### src/rtl/ctrl_pkg.sv
// rtl/ctrl_pkg.sv - shared state, opcode, and mux-select encodings for the multicycle core
package ctrl_pkg;

  typedef enum logic [2:0] {
    FETCH  = 3'd0,
    DECODE = 3'd1,
    EXEC   = 3'd2,
    MEM    = 3'd3,
    WB     = 3'd4,
    HALT   = 3'd5,
    TRAP   = 3'd6
  } ctrlStateT;

  typedef enum logic [3:0] {
    CLS_R,
    CLS_IALU,
    CLS_LOAD,
    CLS_STORE,
    CLS_BRANCH,
    CLS_JAL,
    CLS_JALR,
    CLS_LUI,
    CLS_SYSTEM,
    CLS_ILLEGAL
  } instrClassT;

  localparam logic [6:0] OP_R      = 7'b0110011;
  localparam logic [6:0] OP_IALU   = 7'b0010011;
  localparam logic [6:0] OP_LOAD   = 7'b0000011;
  localparam logic [6:0] OP_STORE  = 7'b0100011;
  localparam logic [6:0] OP_BRANCH = 7'b1100011;
  localparam logic [6:0] OP_JAL    = 7'b1101111;
  localparam logic [6:0] OP_JALR   = 7'b1100111;
  localparam logic [6:0] OP_LUI    = 7'b0110111;
  localparam logic [6:0] OP_SYSTEM = 7'b1110011;

  localparam logic [1:0] PC_PLUS4  = 2'b00;
  localparam logic [1:0] PC_BRANCH = 2'b01;
  localparam logic [1:0] PC_JALR   = 2'b10;
  localparam logic [1:0] PC_JAL    = 2'b11;

  localparam logic [1:0] WB_ALU  = 2'b00;
  localparam logic [1:0] WB_MEM  = 2'b01;
  localparam logic [1:0] WB_LINK = 2'b10;
  localparam logic [1:0] WB_IMM  = 2'b11;

  localparam logic [1:0] SIZE_BYTE = 2'b00;
  localparam logic [1:0] SIZE_HALF = 2'b01;
  localparam logic [1:0] SIZE_WORD = 2'b10;
  localparam logic [1:0] SIZE_BAD  = 2'b11;

  // Classes whose second ALU operand is the immediate rather than rs2.
  function automatic logic usesImm(input instrClassT cls);
    return (cls == CLS_IALU) || (cls == CLS_LOAD) || (cls == CLS_STORE) || (cls == CLS_JALR);
  endfunction

endpackage

### src/rtl/control_unit_opcode_decoder.sv
// rtl/control_unit_opcode_decoder.sv - combinational opcode to instruction-class decode
module opcode_decoder
  import ctrl_pkg::*;
(
  input  logic [6:0] opcode,
  output instrClassT instrClass
);

  always_comb begin
    instrClass = CLS_ILLEGAL;
    case (opcode)
      OP_R:      instrClass = CLS_R;
      OP_IALU:   instrClass = CLS_IALU;
      OP_LOAD:   instrClass = CLS_LOAD;
      OP_STORE:  instrClass = CLS_STORE;
      OP_BRANCH: instrClass = CLS_BRANCH;
      OP_JAL:    instrClass = CLS_JAL;
      OP_JALR:   instrClass = CLS_JALR;
      OP_LUI:    instrClass = CLS_LUI;
      OP_SYSTEM: instrClass = CLS_SYSTEM;
      default:   instrClass = CLS_ILLEGAL;
    endcase
  end

endmodule

### src/rtl/control_unit.sv
// rtl/control_unit.sv - multicycle control FSM with load wait counter and retire counter
module control_unit
  import ctrl_pkg::*;
#(
  parameter int MEM_WAIT = 1,
  parameter int DWIDTH   = 32
)
(
  input  logic              clk,
  input  logic              reset,
  input  logic [DWIDTH-1:0] irOut,
  input  logic              comparatorOut,
  output logic              pcEn,
  output logic [1:0]        pcSelect,
  output logic              regWrite,
  output logic              aluSrc,
  output logic              ramRdEn,
  output logic              ramWrEn,
  output logic              isByte,
  output logic              isHalf,
  output logic              isWord,
  output logic [1:0]        memToReg,
  output logic [2:0]        state,
  output logic              halted,
  output logic              illegal,
  output logic [DWIDTH-1:0] instret
);

  localparam logic [2:0] WAIT_INIT = 3'(MEM_WAIT);

  ctrlStateT   curState;
  ctrlStateT   nextState;
  logic [6:0]  opcodeReg;
  logic [2:0]  funct3Reg;
  logic [2:0]  waitCnt;
  logic [6:0]  decOpcode;
  logic [1:0]  sizeSel;
  instrClassT  instrClass;
  logic        unusedIr;

  assign unusedIr = ^{irOut[DWIDTH-1:15], irOut[11:7], funct3Reg[2]};

  // DECODE classifies the live instruction word; later states use the latched copy.
  assign decOpcode = (curState == DECODE) ? irOut[6:0]   : opcodeReg;
  assign sizeSel   = (curState == DECODE) ? irOut[13:12] : funct3Reg[1:0];

  opcode_decoder uDecoder (
    .opcode    (decOpcode),
    .instrClass(instrClass)
  );

  always_ff @(posedge clk) begin
    if (reset) begin
      curState  <= FETCH;
      opcodeReg <= '0;
      funct3Reg <= '0;
      waitCnt   <= '0;
      instret   <= '0;
    end else begin
      curState <= nextState;
      if (curState == DECODE) begin
        opcodeReg <= irOut[6:0];
        funct3Reg <= irOut[14:12];
      end
      if (curState == EXEC && nextState == MEM) begin
        waitCnt <= WAIT_INIT;
      end else if (curState == MEM && waitCnt != 3'd0) begin
        waitCnt <= waitCnt - 3'd1;
      end
      if (pcEn) begin
        instret <= instret + {{(DWIDTH-1){1'b0}}, 1'b1};
      end
    end
  end

  always_comb begin
    nextState = curState;
    pcEn      = 1'b0;
    pcSelect  = PC_PLUS4;
    regWrite  = 1'b0;
    aluSrc    = 1'b0;
    ramRdEn   = 1'b0;
    ramWrEn   = 1'b0;
    isByte    = 1'b0;
    isHalf    = 1'b0;
    isWord    = 1'b0;
    memToReg  = WB_ALU;
    case (curState)
      FETCH: nextState = DECODE;
      DECODE: begin
        case (instrClass)
          CLS_SYSTEM:  nextState = HALT;
          CLS_ILLEGAL: nextState = TRAP;
          CLS_LOAD, CLS_STORE: nextState = (sizeSel == SIZE_BAD) ? TRAP : EXEC;
          default:     nextState = EXEC;
        endcase
      end
      EXEC: begin
        aluSrc = usesImm(instrClass);
        case (instrClass)
          CLS_LOAD, CLS_STORE: nextState = MEM;
          CLS_BRANCH: begin
            pcEn      = 1'b1;
            pcSelect  = comparatorOut ? PC_BRANCH : PC_PLUS4;
            nextState = FETCH;
          end
          default: nextState = WB;
        endcase
      end
      MEM: begin
        isByte = (sizeSel == SIZE_BYTE);
        isHalf = (sizeSel == SIZE_HALF);
        isWord = (sizeSel == SIZE_WORD);
        if (instrClass == CLS_STORE) begin
          ramWrEn   = 1'b1;
          pcEn      = 1'b1;
          nextState = FETCH;
        end else begin
          ramRdEn = 1'b1;
          if (waitCnt == 3'd0) nextState = WB;
        end
      end
      WB: begin
        regWrite  = 1'b1;
        pcEn      = 1'b1;
        nextState = FETCH;
        case (instrClass)
          CLS_LOAD: memToReg = WB_MEM;
          CLS_JAL: begin
            memToReg = WB_LINK;
            pcSelect = PC_JAL;
          end
          CLS_JALR: begin
            memToReg = WB_LINK;
            pcSelect = PC_JALR;
          end
          CLS_LUI: memToReg = WB_IMM;
          default: memToReg = WB_ALU;
        endcase
      end
      HALT, TRAP: nextState = curState;
      default: nextState = FETCH;
    endcase
  end

  assign state   = curState;
  assign halted  = (curState == HALT);
  assign illegal = (curState == TRAP);

endmodule

### config.mk
export PLATFORM = sky130hd
export DESIGN_NAME = control_unit
export DESIGN_NICKNAME = d
export VERILOG_FILES = /design/src/rtl/ctrl_pkg.sv /design/src/rtl/control_unit_opcode_decoder.sv /design/src/rtl/control_unit.sv
export SDC_FILE = /design/constraint.sdc
export NUM_CORES = 1
export LEC_CHECK = 0
export BUFFER_PORTS_ARGS = -buffer_cell sky130_fd_sc_hd__buf_2
export CAP_MARGIN = 25
export CORE_ASPECT_RATIO = 1.4
export CORE_MARGIN = 4
export CORE_UTILIZATION = 40
export CTS_BUF_LIST = sky130_fd_sc_hd__clkbuf_8
export DETAILED_ROUTE_END_ITERATION = 7
export PLACE_DENSITY_LB_ADDON = 0.12
export SLEW_MARGIN = 5
export SYNTH_ARGS = -nofsm -noshare
export SYNTH_HDL_FRONTEND = slang
export SYNTH_SLANG_ARGS = --single-unit
### constraint.sdc
create_clock -name clk -period 2.4 [get_ports clk]
set_input_delay 0.6 -clock clk [delete_from_list [all_inputs] [get_ports clk]]
set_output_delay 0.6 -clock clk [all_outputs]
set_load 0.03 [all_outputs]
=== Yosys cells after proc, flatten, opt, wreduce, memory -nomap -nowiden ===
Index checks and enable logic that the tools add are counted.

* Bits in registers: 47
* Input bits: 35
* Output and inout port bits: 49
* Word-level logic and storage cells: 78

* $add $sub $neg: 2
* Eq/ne operators: 28
* Muxes and demuxes: 28
* Reduce and logical (&&, ||, !) cells: 14

{| class="wikitable"
|+ Operators with widths
! cell !! number
|-
| case mux 4 bit (9 select lines) || 1
|-
| adder 32 x 1 -> 32 bit, second input constant || 1
|-
| equality test 7 bit, second input constant || 4
|-
| equality test 7 x 6 -> 1 bit, second input constant || 3
|-
| equality test 4 x 3 -> 1 bit, second input constant || 4
|-
| case mux 3 bit (5 select lines) || 1
|-
| two-way mux 1 bit || 14
|-
| equality test 3 x 2 -> 1 bit, second input constant || 3
|-
| equality test 3 bit, second input constant || 3
|-
| two-way mux 3 bit || 3
|-
| case mux 3 bit (3 select lines) || 1
|-
| equality test 4 x 2 -> 1 bit, second input constant || 2
|-
| equality test 4 bit, second input constant || 2
|-
| case mux 2 bit (2 select lines) || 2
|-
| OR reduction 2 bit || 4
|-
| equality test 7 x 2 -> 1 bit, second input constant || 1
|-
| equality test 7 x 5 -> 1 bit, second input constant || 1
|-
| two-way mux 7 bit || 1
|-
| zero test 3 bit || 2
|-
| case mux 2 bit (3 select lines) || 1
|-
| case mux 3 bit (2 select lines) || 1
|-
| equality test 2 bit, second input constant || 2
|-
| equality test 4 x 1 -> 1 bit, second input constant || 1
|-
| two-way mux 2 bit || 2
|-
| 9 further kinds || 12
|}

=== Logic depth before layout (Yosys ltp) ===
* Word-level depth: 11
* Gate-level depth with buffers: 9
* Depth with buffers taken out: 7

=== Modules after synthesis ===
A second synthesis with hierarchy kept.

* Cell total of the unflattened synthesis: 345
* Area total of the unflattened synthesis: 3005.4 um^2

{| class="wikitable"
|+ By module, submodules not included
! module !! instances !! cells an instance !! area an instance (um^2) !! seq. area each (um^2)
|-
| control_unit || 1 || 327 || 2886.5 || 940.9
|-
| opcode_decoder || 1 || 18 || 118.9 || 0.0
|}

=== Worst setup path after synthesis ===
Ideal clock, no wire load.

* Path type: reg2out
* Start point: register curState[0] (netlist: state[0])
* End point: output memToReg[0]
* Data arrival time: 2.173 ns
* Data required time: 1.800 ns
* Slack: -0.373 ns
* Stages on the path, launching flop included: 8
* Path buffers: 2
* Path through: dfxtp_1 clkbuf_1 nor3b_2 clkbuf_1 nor3_1 o221ai_1 o21ai_0 o221a_2

* Cells in the longest elaborated chain, start to end: 8
* Elaborated cells on any way between the ends: 20
* Those cells by class: eq/ne (15); mux (4); reduce/logical (1)

{| class="wikitable"
|+ RTL lines
! item !! line !! text
|-
| from (decl) || control_unit.sv:31 || <nowiki>ctrlStateT curState;</nowiki>
|-
| from (signal assigned) || control_unit.sv:60 || <nowiki>curState <= nextState;</nowiki>
|-
| equality test 3 x 1 -> 1 bit || control_unit.sv:44 || <nowiki>assign decOpcode = (curState == DECODE) ? irOut[6:0] : opcodeReg;</nowiki>
|-
| two-way mux 7 bit || n/a ||
|-
| equality test 7 bit, or another cell as far along || control_unit_opcode_decoder.sv:11 || <nowiki>case (opcode)</nowiki>
|-
| case mux 4 bit (9 select lines) || control_unit_opcode_decoder.sv:11 ||
|-
| equality test 4 x 3 -> 1 bit || control_unit.sv:127 || <nowiki>case (instrClass)</nowiki>
|-
| OR reduction 2 bit (no source line) || n/a ||
|-
| case mux 2 bit (3 select lines) || control_unit.sv:127 ||
|-
| two-way mux 2 bit * || control_unit.sv:88 || <nowiki>case (curState)</nowiki>
|-
| to (decl) || control_unit.sv:22 || <nowiki>output logic [1:0] memToReg,</nowiki>
|}

Every way passes the cells marked *; elsewhere a longest branch is shown, timed or not.

=== Worst setup path after layout ===
* Start point: input irOut[2]
* End point: output memToReg[0]

* Cells in the longest elaborated chain, start to end: 7
* Elaborated cells on any way between the ends: 18
* Those cells by class: eq/ne (13); mux (4); reduce/logical (1)

{| class="wikitable"
|+ RTL lines
! item !! line !! text
|-
| from (decl) || control_unit.sv:11 || <nowiki>input logic [DWIDTH-1:0] irOut,</nowiki>
|-
| two-way mux 7 bit * || n/a ||
|-
| equality test 7 bit, or another cell as far along || control_unit_opcode_decoder.sv:11 ||
|-
| case mux 4 bit (9 select lines) * || control_unit_opcode_decoder.sv:11 ||
|-
| equality test 4 x 3 -> 1 bit || control_unit.sv:127 ||
|-
| OR reduction 2 bit (no source line) || n/a ||
|-
| case mux 2 bit (3 select lines) * || control_unit.sv:127 ||
|-
| two-way mux 2 bit * || control_unit.sv:88 ||
|}

Marked as above.

==> results.ini <==
[outcome]
status = finished, violations left
violations = negative setup slack

[worst_setup_path]
rrSetupSlack_ns = 0.04
end_kind = primary output
startpoint = irOut[2]
cp.arrival_ns = 2.11
critPathCapture = memToReg[0]
rr_endpoint = instret[20]
r2r-start = state[0]
path_class = input port to primary output
worstPathRequired_ns = 1.80
reg2reg_depth = 11
path_max_fanout = 3
cp-start-kind = input port

[layout]
area_growth_pct = 47.5
layout.cells.non_filler = 542
final.fill_count = 597
fin_nets = 487
seq_area_um2 = 947
antenna_cells = 0
multi_input_area_mm2 = 0.00183
final_layout_size_suffix_gt1_frac = 0.413

[yosys]
ys_top_cells_by_area = dfxtp_1 35%, a21oi_1 7.7%, o31ai_1 6.9%
syn_area_mm2 = 0.00272
synth-seq-cells = 47
synth.avg_cell_area_um2 = 7.97
synth_fp_nets = 379
async_reset_ff_frac = 0
syn_inst = 341
synth_top_cell_by_area = dfxtp_1
synth_cell_types = 51
yosysSeqAreaShare = 0.346
synth-edff-count = 0
yosysWarnings = 0
yosys.area.top_type_share = 0.346
synth_top_flop_cell = dfxtp_1

[global_route]
grt_pass1_wl_um = 13600
use_met1 = 0.229
met2_usage = 0.371
antenna_found_initial = 0
gr-usage-met3 = 0.0359
track_usage = 0.203
grt_pass1_vias = 2933
busiest_layer = met2
grt.overflow.total = 0
grt_start_max_net_pins = 36

[clock_network]
clk_path_buf_depth = 2
cts_max_level = 2
cts_buffers = 5
clk_pin_slew_ns = 0.08
clkLatencyLatePin_ns = 0.30
cts_tree = built
postCtsHoldBufs = 0
clock_sink_count = 47
cts_root_buf = clkbuf_8

[placed_design]
place.gp.congestion = 0.894
io_buffer_count = 60
dp.cells = 510
dp_hpwl_um = 5840

[sta]
tightest_slew_ns = 0.743
period_share = 1.13
finClkSkew_ns = 0.00497
maxSlewHeadroom = 0.505
max_freq_ghz = 0.368
slew_viol_final = 0
finalSetupViolations = 17
period_needed_ns = 2.71
setup_ws_ns = -0.314
hold_viol = 0
rsz0062_at_grt = true

[floorplanning]
initial_core_util = 0.411
die_h_um = 106
ios = 84
core_mm2 = 0.00661
die-area_mm2 = 0.00819
die_width_um = 77.6
rows = 35

[pwr]
p_total_mw = 2.93
p_leak_nw = 1.57
p_per_area_mw_per_mm2 = 731
vdd_drop_max_mv = 0.343

[route]
drcViolationCount = 0
drt_iter0_drc = 103
ant_nets = 0
wl_per_cell_um = 15.6
finalWirelength_um = 8430
via_count = 3041
routed_via_density = 5.61
drt_first_pass_iters = 4

[min_path]
hp-class = flop to flop

[job]
cap_violations = 0

==> kinds of logic after synthesis <==
kind of cell,count (synthesis),share of synthesized area
and+or+nand+nor,145,0.309
adders and majority gates,3,0.0138
muxes,4,0.0147
DFF,47,0.346
AOI/OAI and AO/OA,97,0.229
xor gates and xnor gates,7,0.0226
buffers and inverters,38,0.0645
==> state kept, by name, indices dropped and copies added (netlist names) <==
| name | count |
|---|---|
| funct3Reg | 2 |
| instret | 32 |
| opcodeReg | 7 |
| state | 3 |
| waitCnt | 3 |
==> how the worst min path moves through the flow <==
| stage | startpoint | endpoint | slack [ns] | cells after the start |
|---|---|---|---|---|
| 3_5_place_dp | opcodeReg[2] | opcodeReg[2] | 0.47 | 2 |
| 5_1_grt | opcodeReg[2] | opcodeReg[2] | 0.52 | 2 |
| 6_report | opcodeReg[2] | opcodeReg[2] | 0.48 | 2 |
| 4_1_cts | opcodeReg[2] | opcodeReg[2] | 0.48 | 2 |
| 3_3_place_gp | opcodeReg[1] | opcodeReg[1] | 0.46 | 2 |
| 2_1_floorplan | opcodeReg[2] | opcodeReg[2] | 0.45 | 2 |
==> cell type report <==
class / count / area share
sequential: 47 / 0.236
clock buffer: 7 / 0.0240
tap: 92 / 0.0287
clock inverter: 1 / 0.00187
inverter: 12 / 0.0119
multi-input combinational: 256 / 0.456
timing repair buffer: 127 / 0.241
==> synth_stat cells (all sizes together) (4+ instances only) <==
cell	instances
dfxtp	47
a21oi	43
nand2	31
o31ai	25
or4	24
clkbuf	19
nor2	16
nand3	14
inv	12
nor3	12
or3	12
nand4	11
o21ai	9
buf	7
nor4	6
xor2	5
mux2i	4
nand2b	4
==> what timing repair did <==
action,4_1_cts,5_1_grt
endpoints found under the hold margin,0,0
endpoints found under the setup margin,8,34
gates cloned,0,0
buffers inserted,16,8
pin swaps,17,23
gates resized for setup,41,36
==> per-layer routing <==
metal	vias to the layer above	share of wire
met1	1446	0.40
met3	13	0.035
met5	-	0
met2	74	0.54
met4	0	0.023
li1	1508	-
==> cells in the final DEF, fill, tap and decap left out, types with 3 or more instances in the layout <==
cell / n
a21oi_1: 33
a21oi_2: 9
a31oi_1: 3
buf_12: 3
buf_2: 48
buf_4: 52
buf_6: 21
clkbuf_8: 7
dfxtp_1: 44
ha_1: 3
inv_1: 11
nand2_1: 31
nand2b_1: 4
nand3_1: 14
nand4_1: 11
nor2_1: 14
nor3_1: 5
nor3_2: 3
nor3_4: 4
nor4_1: 3
o21ai_0: 7
o31ai_1: 24
or3_1: 10
or4_1: 20
or4_4: 4
xor2_1: 5
==> power by group <==
group | internal (mW) | switching, mW
Sequential | 0.856 | 0.0789
Clock | 0.262 | 0.268
Combinational | 0.714 | 0.751
==> through the flow <==
stage | area, µm² | TNS (ns) | utilization | hold WS [ns] | worst slack (ns)
5_1_grt | 4010 | -2.23 | 0.606 | 0.524 | -0.366
4_1_cts | 3790 | -1.36 | 0.574 | 0.485 | -0.314
6_report | 4010 | -1.35 | 0.606 | 0.480 | -0.314
2_1_floorplan | 2790 | -0.219 | - | 0.445 | -0.153
3_3_place_gp | 3410 | -7.02 | 0.515 | 0.463 | -0.363
3_5_place_dp | 3410 | -7.55 | 0.515 | 0.470 | -0.383
==> worst max-delay path: stages <==
cell and delay, ns:
buf_6 0.09, or4bb_4 0.55, or3_4 0.35, mux2i_2 0.17
o221a_2 0.22, buf_6 0.12
Power figures use the tool's default switching activity.
